`src/rtl/abacus_wb_scan_master.sv`:
```
// Wishbone classic read master that sweeps NUM_WORDS counter registers and streams each word out,
// one word in flight; 3 cycles per word with a one-cycle-ack responder; m_ready low stalls the FSM in PUSH.
module abacus_wb_scan_master #(
    parameter logic [31:0] SCAN_BASE_ADDR = 32'hf0030100,
    parameter int unsigned NUM_WORDS      = 11,
    parameter int unsigned PERIOD_CYCLES  = 0,
    parameter int unsigned ACK_TIMEOUT    = 16
) (
    input  logic        clk,
    input  logic        rst,
    input  logic        start,
    output logic        busy,
    output logic        done,
    output logic        error,
    output logic        wb_cyc,
    output logic        wb_stb,
    output logic        wb_we,
    output logic [31:0] wb_adr,
    output logic [31:0] wb_dat_o,
    input  logic [31:0] wb_dat_i,
    input  logic        wb_ack,
    output logic        m_valid,
    input  logic        m_ready,
    output logic [31:0] m_data,
    output logic [7:0]  m_index,
    output logic        m_last
);

    typedef enum logic [1:0] {IDLE, READ, PUSH} state_t;

    localparam logic [7:0]  LAST_IDX = 8'(NUM_WORDS - 1);
    localparam logic [31:0] TMO_LAST = 32'(ACK_TIMEOUT - 1);
    localparam logic [31:0] PER_LAST = 32'(PERIOD_CYCLES - 1);

    state_t      state_q, state_d;
    logic [7:0]  idx_q, idx_d;
    logic [31:0] tmo_q, tmo_d;
    logic [31:0] per_q, per_d;
    logic        done_q, done_d;
    logic        error_q, error_d;
    logic [31:0] data_q, data_d;
    logic [7:0]  m_index_q, m_index_d;
    logic        last_q, last_d;
    logic        timer_fire;

    assign timer_fire = (PERIOD_CYCLES != 0) && (per_q == PER_LAST);

    always_comb begin
        state_d   = state_q;
        idx_d     = idx_q;
        tmo_d     = tmo_q;
        per_d     = '0;
        done_d    = 1'b0;
        error_d   = error_q;
        data_d    = data_q;
        m_index_d = m_index_q;
        last_d    = last_q;
        case (state_q)
            IDLE: begin
                // start and a timer expiry in the same cycle merge into one scan
                if (start || timer_fire) begin
                    state_d = READ;
                    idx_d   = '0;
                    tmo_d   = '0;
                    error_d = 1'b0;
                end else if (PERIOD_CYCLES != 0) begin
                    per_d = per_q + 32'd1;
                end
            end
            READ: begin
                if (wb_ack) begin
                    data_d    = wb_dat_i;
                    m_index_d = idx_q;
                    last_d    = (idx_q == LAST_IDX);
                    state_d   = PUSH;
                end else if (tmo_q == TMO_LAST) begin
                    state_d = IDLE;
                    error_d = 1'b1;
                    done_d  = 1'b1;
                end else begin
                    tmo_d = tmo_q + 32'd1;
                end
            end
            PUSH: begin
                if (m_ready) begin
                    if (last_q) begin
                        state_d = IDLE;
                        done_d  = 1'b1;
                    end else begin
                        idx_d   = idx_q + 8'd1;
                        tmo_d   = '0;
                        state_d = READ;
                    end
                end
            end
            default: state_d = IDLE;
        endcase
    end

    always_ff @(posedge clk or posedge rst) begin
        if (rst) begin
            state_q   <= IDLE;
            idx_q     <= '0;
            tmo_q     <= '0;
            per_q     <= '0;
            done_q    <= 1'b0;
            error_q   <= 1'b0;
            data_q    <= '0;
            m_index_q <= '0;
            last_q    <= 1'b0;
        end else begin
            state_q   <= state_d;
            idx_q     <= idx_d;
            tmo_q     <= tmo_d;
            per_q     <= per_d;
            done_q    <= done_d;
            error_q   <= error_d;
            data_q    <= data_d;
            m_index_q <= m_index_d;
            last_q    <= last_d;
        end
    end

    // Bus and stream strobes decode straight from the state so reset removes them asynchronously
    assign wb_cyc   = (state_q == READ);
    assign wb_stb   = (state_q == READ);
    assign wb_we    = 1'b0;
    assign wb_dat_o = '0;
    assign wb_adr   = (state_q == READ) ? (SCAN_BASE_ADDR + {22'd0, idx_q, 2'b00}) : '0;
    assign m_valid  = (state_q == PUSH);
    assign m_data   = data_q;
    assign m_index  = m_index_q;
    assign m_last   = last_q;
    assign busy     = (state_q != IDLE);
    assign done     = done_q;
    assign error    = error_q;

endmodule

```
`config.mk`:
```
export PLATFORM = sky130hd
export DESIGN_NAME = abacus_wb_scan_master
export DESIGN_NICKNAME = d
export VERILOG_FILES = /design/src/rtl/abacus_wb_scan_master.sv
export SDC_FILE = /design/constraint.sdc
export NUM_CORES = 1
export LEC_CHECK = 0
export ABC_AREA = 1
export CAP_MARGIN = 20
export CELL_PAD_IN_SITES_DETAIL_PLACEMENT = 0
export CELL_PAD_IN_SITES_GLOBAL_PLACEMENT = 2
export CORE_MARGIN = 2
export CORE_UTILIZATION = 26
export DETAILED_ROUTE_END_ITERATION = 12
export GPL_ROUTABILITY_DRIVEN = 0
export HOLD_SLACK_MARGIN = 0.1
export MAX_ROUTING_LAYER = met4
export PLACE_DENSITY = 0.91
export SETUP_SLACK_MARGIN = 0.5
export SLEW_MARGIN = 20
export SYNTH_ARGS = -nofsm -noshare
export SYNTH_HDL_FRONTEND = slang
export SYNTH_SLANG_ARGS = --single-unit
export TNS_END_PERCENT = 50
```
`constraint.sdc`:
```
create_clock -name clk -period 3.95 [get_ports clk]
set_clock_uncertainty 0.1 [all_clocks]
set_input_delay 0.79 -clock clk [delete_from_list [all_inputs] [get_ports clk]]
set_output_delay 0.79 -clock clk [all_outputs]
set_load 0.02 [all_outputs]
```
==> results of run 1 <==
## power groups by stage
stage / Sequential [mW] / Combinational [mW] / Clock (mW)
floorplan: 1.36 / 0.757 / 0
global placement: 1.17 / 1.49 / 0
detailed placement: 1.17 / 1.50 / 0
CTS: 1.16 / 1.50 / 0.931
global route: 1.18 / 1.61 / 0.963
finish: 1.16 / 1.47 / 0.906
## how the worst min path moves through the flow
stage,to,start,slack [ns],depth (start not counted)
floorplan,tmo_q[1],tmo_q[1],0.37,2
detailed placement,m_data[4],m_data[4],0.36,2
global route,m_data[31],m_data[31],0.40,2
finish,m_data[14],m_data[14],0.38,2
CTS,m_data[4],m_data[4],0.38,2
global placement,m_data[9],m_data[9],0.36,2
## cell families after synthesis
| group | share of synthesized area (%) |
|---|---|
| adders and majority gates | 2.20 |
| xor gates and xnor gates | 2.22 |
| other | 0.0731 |
| buffers and inverters | 14.8 |
| AOI/OAI and AO/OA | 2.71 |
| DFF | 41.5 |
| and+or+nand+nor | 36.5 |
## routing by layer
metal	global-route usage (%)	wire length (um)	up-vias
met5	-	0	-
met4	3.73	140	0
met3	2.48	504	10
met2	20.9	6270	93
met1	16.9	6040	2055
li1	-	-	2285
## metrics by stage
stage	utilization, %	hold slack [ns]	setup slack, ns	area (um2)	instances
finish	33.2	0.379	0.844	6440	1077
global route	33.2	0.401	0.631	6440	1077
CTS	33.2	0.382	0.771	6440	1077
detailed placement	31.6	0.364	1.16	6130	1061
global placement	31.6	0.362	1.24	6130	1061
floorplan	-	0.367	0.867	5310	772
## sequential cells by signal, indices dropped and copies added (netlist names)
register and flops:
m_data 32, tmo_q 32, idx_q 8, m_index 8, state_q 2, done 1, error 1, m_last 1
## layout by cell type, fill, tap and decap left out, drive strengths merged, types with 9 or more instances in the layout
cell / instances
nor2: 70
nand3b: 9
clkbuf: 12
clkdlybuf4s50: 98
nand2: 319
inv: 56
o21ai: 17
nand3: 34
conb: 50
dfrtp: 85
nand4: 15
ha: 9
## worst min-delay path: cells and delay by family (launching register included)
kind | cells | cell delay (ns)
flip-flops | 1 | 0.34
AND/OR/NAND/NOR | 2 | 0.10
## layout make-up
type                            count  share of cell area (%)
Sequential cell                    85                    33.0
Clock buffer                       12                    3.98
Clock inverter                      4                   0.855
Multi-Input combinational cell    551                    37.7
Tap cell                          265                    5.15
Inverter                           57                    3.34
Timing Repair Buffer              103                    16.0
==> flow_metrics.tcl, run 1 <==
set metrics [dict create \
    p_sw_share_pct 39.2 \
    synth_edf_count 0 \
    core_area_mm2 0.0194 \
    worst_path_max_delay_cell "clkdlybuf4s50_1" \
    rsz0062_at_grt "no" \
    combPwrFrac_pct 41.6 \
    yosys_warnings 0 \
    drive_gt1_share_pct 4.19 \
    grt-ovfl-total 0 \
    synth.area.top_cells "dfrtp_1 (41%), nand2_1 (23%), buf_4 (8.3%)" \
    setup_violations 0 \
    regArea_mm2 0.00213 \
    cts_buffer_depth 2 \
    yosys_register_bits 85 \
    synth-async-reset-ratio_pct 100 \
    multiInputGateArea_mm2 0.00243 \
    r2r_slack_ns 1.48 \
    crit_buf_inv 4 \
    firstDrtPassIters 4 \
    fin_tns_setup_ns 0 \
    leakage_nw 3.26 \
    tritoncts "done" \
    fillers 2140 \
    clkLatencyLatePin_ns 0.35 \
    htreeDepth 3 \
    crit_family "buffers and inverters" \
    drv_slew 0 \
    crit_top_cell "inv_1" \
    total_power_mw 3.54 \
    crit_required_ns 3.06 \
    postCtsHoldBufs 0 \
    cp-startpoint "state_q[1]" \
    drc_errors 0 \
    cp-end-kind "primary output" \
    cts-root-buf "clkbuf_16" \
    ant_nets 0 \
    max_freq_ghz 0.322 \
    cp.depth 6 \
    finalCritPeriodShare_pct 78.6 \
    area_growth_pct 25.6 \
    irDropWorstVdd_v 0.000268 \
    post_synth.cell_area_avg_um2 7.09 \
    grt_pass1_wl_um 21000 \
    path_clk_slew_ns 0.07 \
    vias 4443 \
    setup.worst_path.start_class "register" \
    grt_max_degree 51 \
    synth_cell_types 31 \
    p_seq_share_pct 32.7 \
    grt_usage_pct 13.1 \
    crit_arrival_ns 2.22 \
    crit_fanout 13 \
    maxCapViolCount 0 \
    yosysMostFrequentCell "nand2_1" \
    numCtsBuffers 9 \
    post_cts_buffers 0 \
    r2r_cells 8 \
    nets 853 \
    die_w_um 144 \
    ys_seq_area_share_pct 41.5 \
    synthCells 723 \
    synth_common_cells "nand2_1 (317), dfrtp_1 (85), nor2_1 (61)" \
    slowest_delay_ns 0.59 \
    relSlewSlack_pct 41.6 \
    power_switching_mw 1.39 \
    dpl.hpwl_um 9240 \
    num_io_pins 149 \
    synth_area_mm2 0.00513 \
    fp.dieH_um 144 \
    r2r-end "tmo_q[6]" \
    tightestPinTransition_ns 0.873 \
    cts_resized 0 \
    fin_crit_ns 3.11 \
    hold_class "register to register" \
    rows 51 \
    crit_end "wb_adr[3]" \
    r2r_start "state_q[1]" \
    yosysTopAreaCell "dfrtp_1" \
    die-area_mm2 0.0209 \
    wirelength_um 13000 \
    yosys_most_used_dff "dfrtp_1" \
    outcome "complete, no violations" \
    start_util_pct 26.4 \
    numClockSinks 85 \
    port_buffers 98 \
    diodes 0 \
    grt_pass1_vias 4106 \
    power_frac_clock_pct 25.6 \
    hold_viol_final 0 \
    via_per_inst 4.13 \
    worstSetupPathType "register to primary output" \
    antenna_found_initial 0 \
    p_int_mw 2.15 \
    p_per_area_mw_per_mm2 549 \
    worstPathCellList "inv_1 > ha_1 > buf_4 > nand2_1 > inv_1 > clkdlybuf4s50_1" \
    drtIter0Drc 246 \
    wl_per_cell_um 12.0 \
    synth_top_area_share_pct 41.5 \
]
No activity file was read; power rests on OpenSTA's default activity.
==> inputs of run 2 (changes only) <==
==> constraint.sdc (replaced) <==
create_clock -name clk -period 3.3 [get_ports clk]
set_clock_uncertainty 0.1 [all_clocks]
set_input_delay 0.66 -clock clk [delete_from_list [all_inputs] [get_ports clk]]
set_output_delay 0.66 -clock clk [all_outputs]
set_load 0.02 [all_outputs]
==> run 2 against run 1 <==
Compared with the run above: die area unchanged; sequential cell count unchanged; final cell count increased by 0.28%; clock power increased by 8.3%; non-clock buffer count increased by 3; critical path depth decreased by 1; first-iteration DRC count decreased by 19%; via count decreased by 0.18%; setup slack got worse by 0.30 ns; sequential power increased by 20%; utilization increased by 0.058 points; register-to-register slack got worse by 0.48 ns.
==> flow_metrics.tcl, run 2 (synthesized netlist as in run 1, its figures left out) <==
set metrics [dict create \
    dpl-instance-area_mm2 0.00616 \
    finalCritPeriodShare_pct 83.4 \
    path_clk_slew_ns 0.07 \
    clkLatencyLatePin_ns 0.34 \
    hold_viol_final 0 \
    r2r-end "tmo_q[20]" \
    final_common_cell "nand2_1" \
    ant_nets 0 \
    rsz0062_at_grt "yes" \
    wirelength_um 12900 \
    grt-ovfl-total 0 \
    irDropWorstVdd_v 0.000377 \
    r2r_slack_ns 1.00 \
    antenna_found_initial 0 \
    numClockSinks 85 \
    fin_crit_ns 2.75 \
    vias 4435 \
    total_power_mw 4.17 \
    numCtsBuffers 9 \
    nets 856 \
    regArea_mm2 0.00213 \
    cts-root-buf "clkbuf_16" \
    wl_per_cell_um 12.0 \
    fp.dieH_um 144 \
    final_cell_mix "nand2_1 (317), clkdlybuf4s50_1 (95), dfrtp_1 (85), nor2_1 (61), inv_1 (55)" \
    dpl.hpwl_um 9300 \
    placed_cells 1064 \
    rows 51 \
    drc_errors 0 \
    setup.worst_path.start_class "register" \
    setup_violations 0 \
    post_cts_buffers 0 \
    grt_pass1_wl_um 21100 \
    drive_gt1_share_pct 4.79 \
    crit_fanout 10 \
    die_w_um 144 \
    r2r_cells 10 \
    min_from "m_data[30]" \
    outcome "complete, no violations" \
    grt_max_degree 86 \
    whs_path_depth 2 \
    instances_no_fill 1080 \
    r2r_start "state_q[0]" \
    area_growth_pct 25.8 \
    num_io_pins 149 \
    design_area_mm2 0.00645 \
    via_per_inst 4.11 \
    die-area_mm2 0.0209 \
    crit_required_ns 2.54 \
    fin_util_pct 33.3 \
    diodes 0 \
    firstDrtPassIters 4 \
    maxCapViolCount 0 \
    grt_usage_pct 13.1 \
    start_util_pct 26.4 \
    hold_class "register to register" \
    crit_arrival_ns 1.99 \
    port_buffers 98 \
    worstSetupPathType "register to primary output" \
    htreeDepth 3 \
    multiInputGateArea_mm2 0.00244 \
    leakage_nw 3.29 \
    tritoncts "done" \
    drv_slew 0 \
    drtIter0Drc 199 \
    core_area_mm2 0.0194 \
    cts_buffer_depth 2 \
    max_freq_ghz 0.363 \
    fillers 2090 \
    fin_tns_setup_ns 0 \
    p_per_area_mw_per_mm2 645 \
    grt_pass1_vias 4180 \
    cp-end-kind "primary output" \
    hold_end "m_data[30]" \
]
==> run 2: worst max-delay path, stage by stage, from the launching register on <==
cell,delay (ns)
dfrtp_1,0.41
inv_1,0.12
ha_4,0.23
inv_1,0.14
nor2_1,0.13
clkdlybuf4s50_1,0.62
==> run 2: per-stage QoR <==
stage	hold slack (ns)	worst slack [ns]
2_1_floorplan	0.367	1.19
3_5_place_dp	0.364	0.625
4_1_cts	0.382	0.519
6_report	0.378	0.547
5_1_grt	0.399	0.450
3_3_place_gp	0.361	0.693
==> run 2: power by group <==
part           switching, mW  internal, mW
Clock                  0.461         0.520
Sequential             0.131          1.26
Combinational           1.09         0.703
Total                   1.68          2.48
==> run 2: cell type report <==
type / count / share of cell area, %
well taps: 265 / 5.14
clock buffers: 9 / 3.49
inverters: 57 / 3.37
flip-flops and latches: 85 / 33.0
repair buffers: 106 / 16.4
clock inverters: 7 / 0.872
multi-input cells: 551 / 37.8
==> run 2: per-layer routing <==
layer,routed length (um),GRT usage (%),part of all wire (%),up-vias
li1,-,-,-,2295
met1,6180,17.5,48,2018
met2,6060,20.0,47,105
met3,436,1.85,3.4,17
met4,258,5.37,2.0,0
met5,0,-,0,-
==> run 2: worst max path at each step <==
stage | startpoint | end | slack, ns
2_1_floorplan | state_q[1] | wb_adr[6] | 1.19
3_3_place_gp | state_q[1] | wb_adr[8] | 0.69
3_5_place_dp | state_q[1] | wb_adr[8] | 0.62
4_1_cts | state_q[1] | wb_adr[8] | 0.52
5_1_grt | state_q[1] | wb_adr[8] | 0.45
6_report | state_q[1] | wb_adr[8] | 0.55
==> run 2: timing repair <==
item / in CTS / in global routing
endpoints found under the setup margin: 16 / 5
hold buffers: 0 / 0
gates resized for setup: 3 / 2
==> inputs of run 3 (changes only) <==
--- a/config.mk
+++ b/config.mk
@@ -10,12 +10,12 @@
 export CELL_PAD_IN_SITES_DETAIL_PLACEMENT = 0
 export CELL_PAD_IN_SITES_GLOBAL_PLACEMENT = 2
 export CORE_MARGIN = 2
-export CORE_UTILIZATION = 26
+export CORE_UTILIZATION = 23
 export DETAILED_ROUTE_END_ITERATION = 12
 export GPL_ROUTABILITY_DRIVEN = 0
 export HOLD_SLACK_MARGIN = 0.1
 export MAX_ROUTING_LAYER = met4
-export PLACE_DENSITY = 0.91
+export PLACE_DENSITY = 0.86
 export SETUP_SLACK_MARGIN = 0.5
 export SLEW_MARGIN = 20
 export SYNTH_ARGS = -nofsm -noshare
==> constraint.sdc (replaced) <==
create_clock -name clk -period 2.51 [get_ports clk]
set_clock_uncertainty 0.1 [all_clocks]
set_input_delay 0.502 -clock clk [delete_from_list [all_inputs] [get_ports clk]]
set_output_delay 0.502 -clock clk [all_outputs]
set_load 0.02 [all_outputs]
==> run 3 against run 2 <==
Compared with the run above: first-iteration DRC count increased by 68%; highest routed layer unchanged; sequential power increased by 32%; clock power rose by 52%; final area up 4.0%; utilization fell by 2.5 points.
==> flow_metrics.tcl, run 3 (synthesized netlist as in run 1, its figures left out) <==
set metrics [dict create \
    outcome "complete, no violations" \
    tritoncts "done" \
    worstSetupPathType "register to primary output" \
    wirelength_um 14200 \
    numClockSinks 85 \
    die_w_um 153 \
    crit_family "buffers and inverters" \
    final_common_cell "nand2_1" \
    ant_nets 0 \
    fin_util_pct 30.7 \
    hold_class "register to register" \
    crit_buf_inv 1 \
    wl_per_cell_um 12.8 \
    htreeDepth 3 \
    firstDrtPassIters 4 \
    via_per_inst 4.08 \
    placed_cells 1080 \
    fin_ws_ns 0.491 \
    numCtsBuffers 9 \
    grt_pass1_wl_um 23100 \
    worst_path_max_delay_cell "clkdlybuf4s50_1" \
    drv_slew 0 \
    cts_buffer_depth 2 \
    nets 871 \
    drtIter0Drc 334 \
    finalCritPeriodShare_pct 80.4 \
    die-area_mm2 0.0235 \
    rows 54 \
    crit_arrival_ns 1.42 \
    drive_gt1_share_pct 9.76 \
    worstPathCellList "clkdlybuf4s50_1" \
    cts-root-buf "clkbuf_16" \
    dpl.hpwl_um 9490 \
    grt-ovfl-total 0 \
    vias 4529 \
    cp-end-kind "primary output" \
    maxCapViolCount 0 \
    postCtsHoldBufs 0 \
    antenna_found_initial 0 \
    port_buffers 98 \
    fin_crit_ns 2.02 \
    clkLatencyLatePin_ns 0.35 \
    setup_violations 0 \
    drc_errors 0 \
    instances_no_fill 1110 \
    design_area_mm2 0.00671 \
    grt_usage_pct 12.4 \
    fin_tns_setup_ns 0 \
    grt_pass1_vias 4384 \
    use_met2_pct 20.3 \
    hold_viol_final 0 \
    grt_use_met1_pct 15.7 \
    start_util_pct 23.5 \
    fp.dieH_um 153 \
    slowest_delay_ns 0.64 \
    post-place-ws_ns 0.199 \
    diodes 0 \
    grt_max_degree 86 \
    total_power_mw 6.03 \
    crit_fanout 4 \
    area_growth_pct 30.8 \
    final_cell_mix "nand2_1 (315), dfrtp_1 (84), clkdlybuf4s50_1 (79), nor2_1 (60), inv_1 (51)" \
    leakage_nw 3.40 \
    use_met3_pct 2.55 \
    grt.busiest_layer "met2" \
    dpl-instance-area_mm2 0.00622 \
    crit_required_ns 1.91 \
    path_clk_slew_ns 0.07 \
    max_freq_ghz 0.495 \
    num_io_pins 149 \
    irDropWorstVdd_v 0.000481 \
    rsz0062_at_grt "yes" \
    p_per_area_mw_per_mm2 899 \
    core_area_mm2 0.0218 \
    setup.worst_path.start_class "register" \
    finalHoldWorstSlack_ns 0.377 \
]
## run 3: layer usage
layer / part of all wire, % / wire [um]
met1: 46 / 6600
met2: 48 / 6860
met3: 3.9 / 555
met4: 1.3 / 191
met5: 0 / 0
## run 3: timing repair
| action | 4_1_cts | 5_1_grt |
|---|---|---|
| gates resized for setup | 80 | 18 |
| pin swaps | 2 | 4 |
| cloned | 1 | 3 |
| setup endpoints to repair | 52 | 50 |
| buffers inserted | 3 | 7 |
## run 3: layout make-up
class | count | area, um2
Timing Repair Buffer | 117 | 1120
Multi-Input combinational cell | 554 | 2540
Timing Repair inverter | 1 | 7.51
Clock inverter | 6 | 93.8
Fill cell | 2401 | 15100
Sequential cell | 85 | 2130
Tap cell | 280 | 350
Clock buffer | 10 | 239
Inverter | 57 | 225
## run 3: worst register-to-register path, stage by stage (launching register included)
cell,delay [ns]
dfrtp_2,0.41
inv_1,0.10
ha_1,0.25
nand2_1,0.10
o21ai_1,0.08
nor2_1,0.17
nand2_2,0.13
nor2_4,0.17
buf_12,0.15
nand2_4,0.11
nand2_1,0.08
nand2_1,0.04
## run 3: path summary, 6_finish.rpt
path,from,to,slack (ns),cells past startpoint
setup / recovery,m_last,m_last,0.49,1
hold / removal,m_data[30],m_data[30],0.38,2
setup reg to reg,state_q[0],tmo_q[6],0.52,11
hold reg to reg,m_data[30],m_data[30],0.38,2
max in group asynchronous,rst,state_q[0],1.41,3
min in group asynchronous,rst,m_data[16],0.56,3
## run 3: where the power goes
part	total [mW]	switching (mW)	internal (mW)
clock network	1.49	0.587	0.906
registers	1.83	0.172	1.66
logic	2.71	1.63	1.07
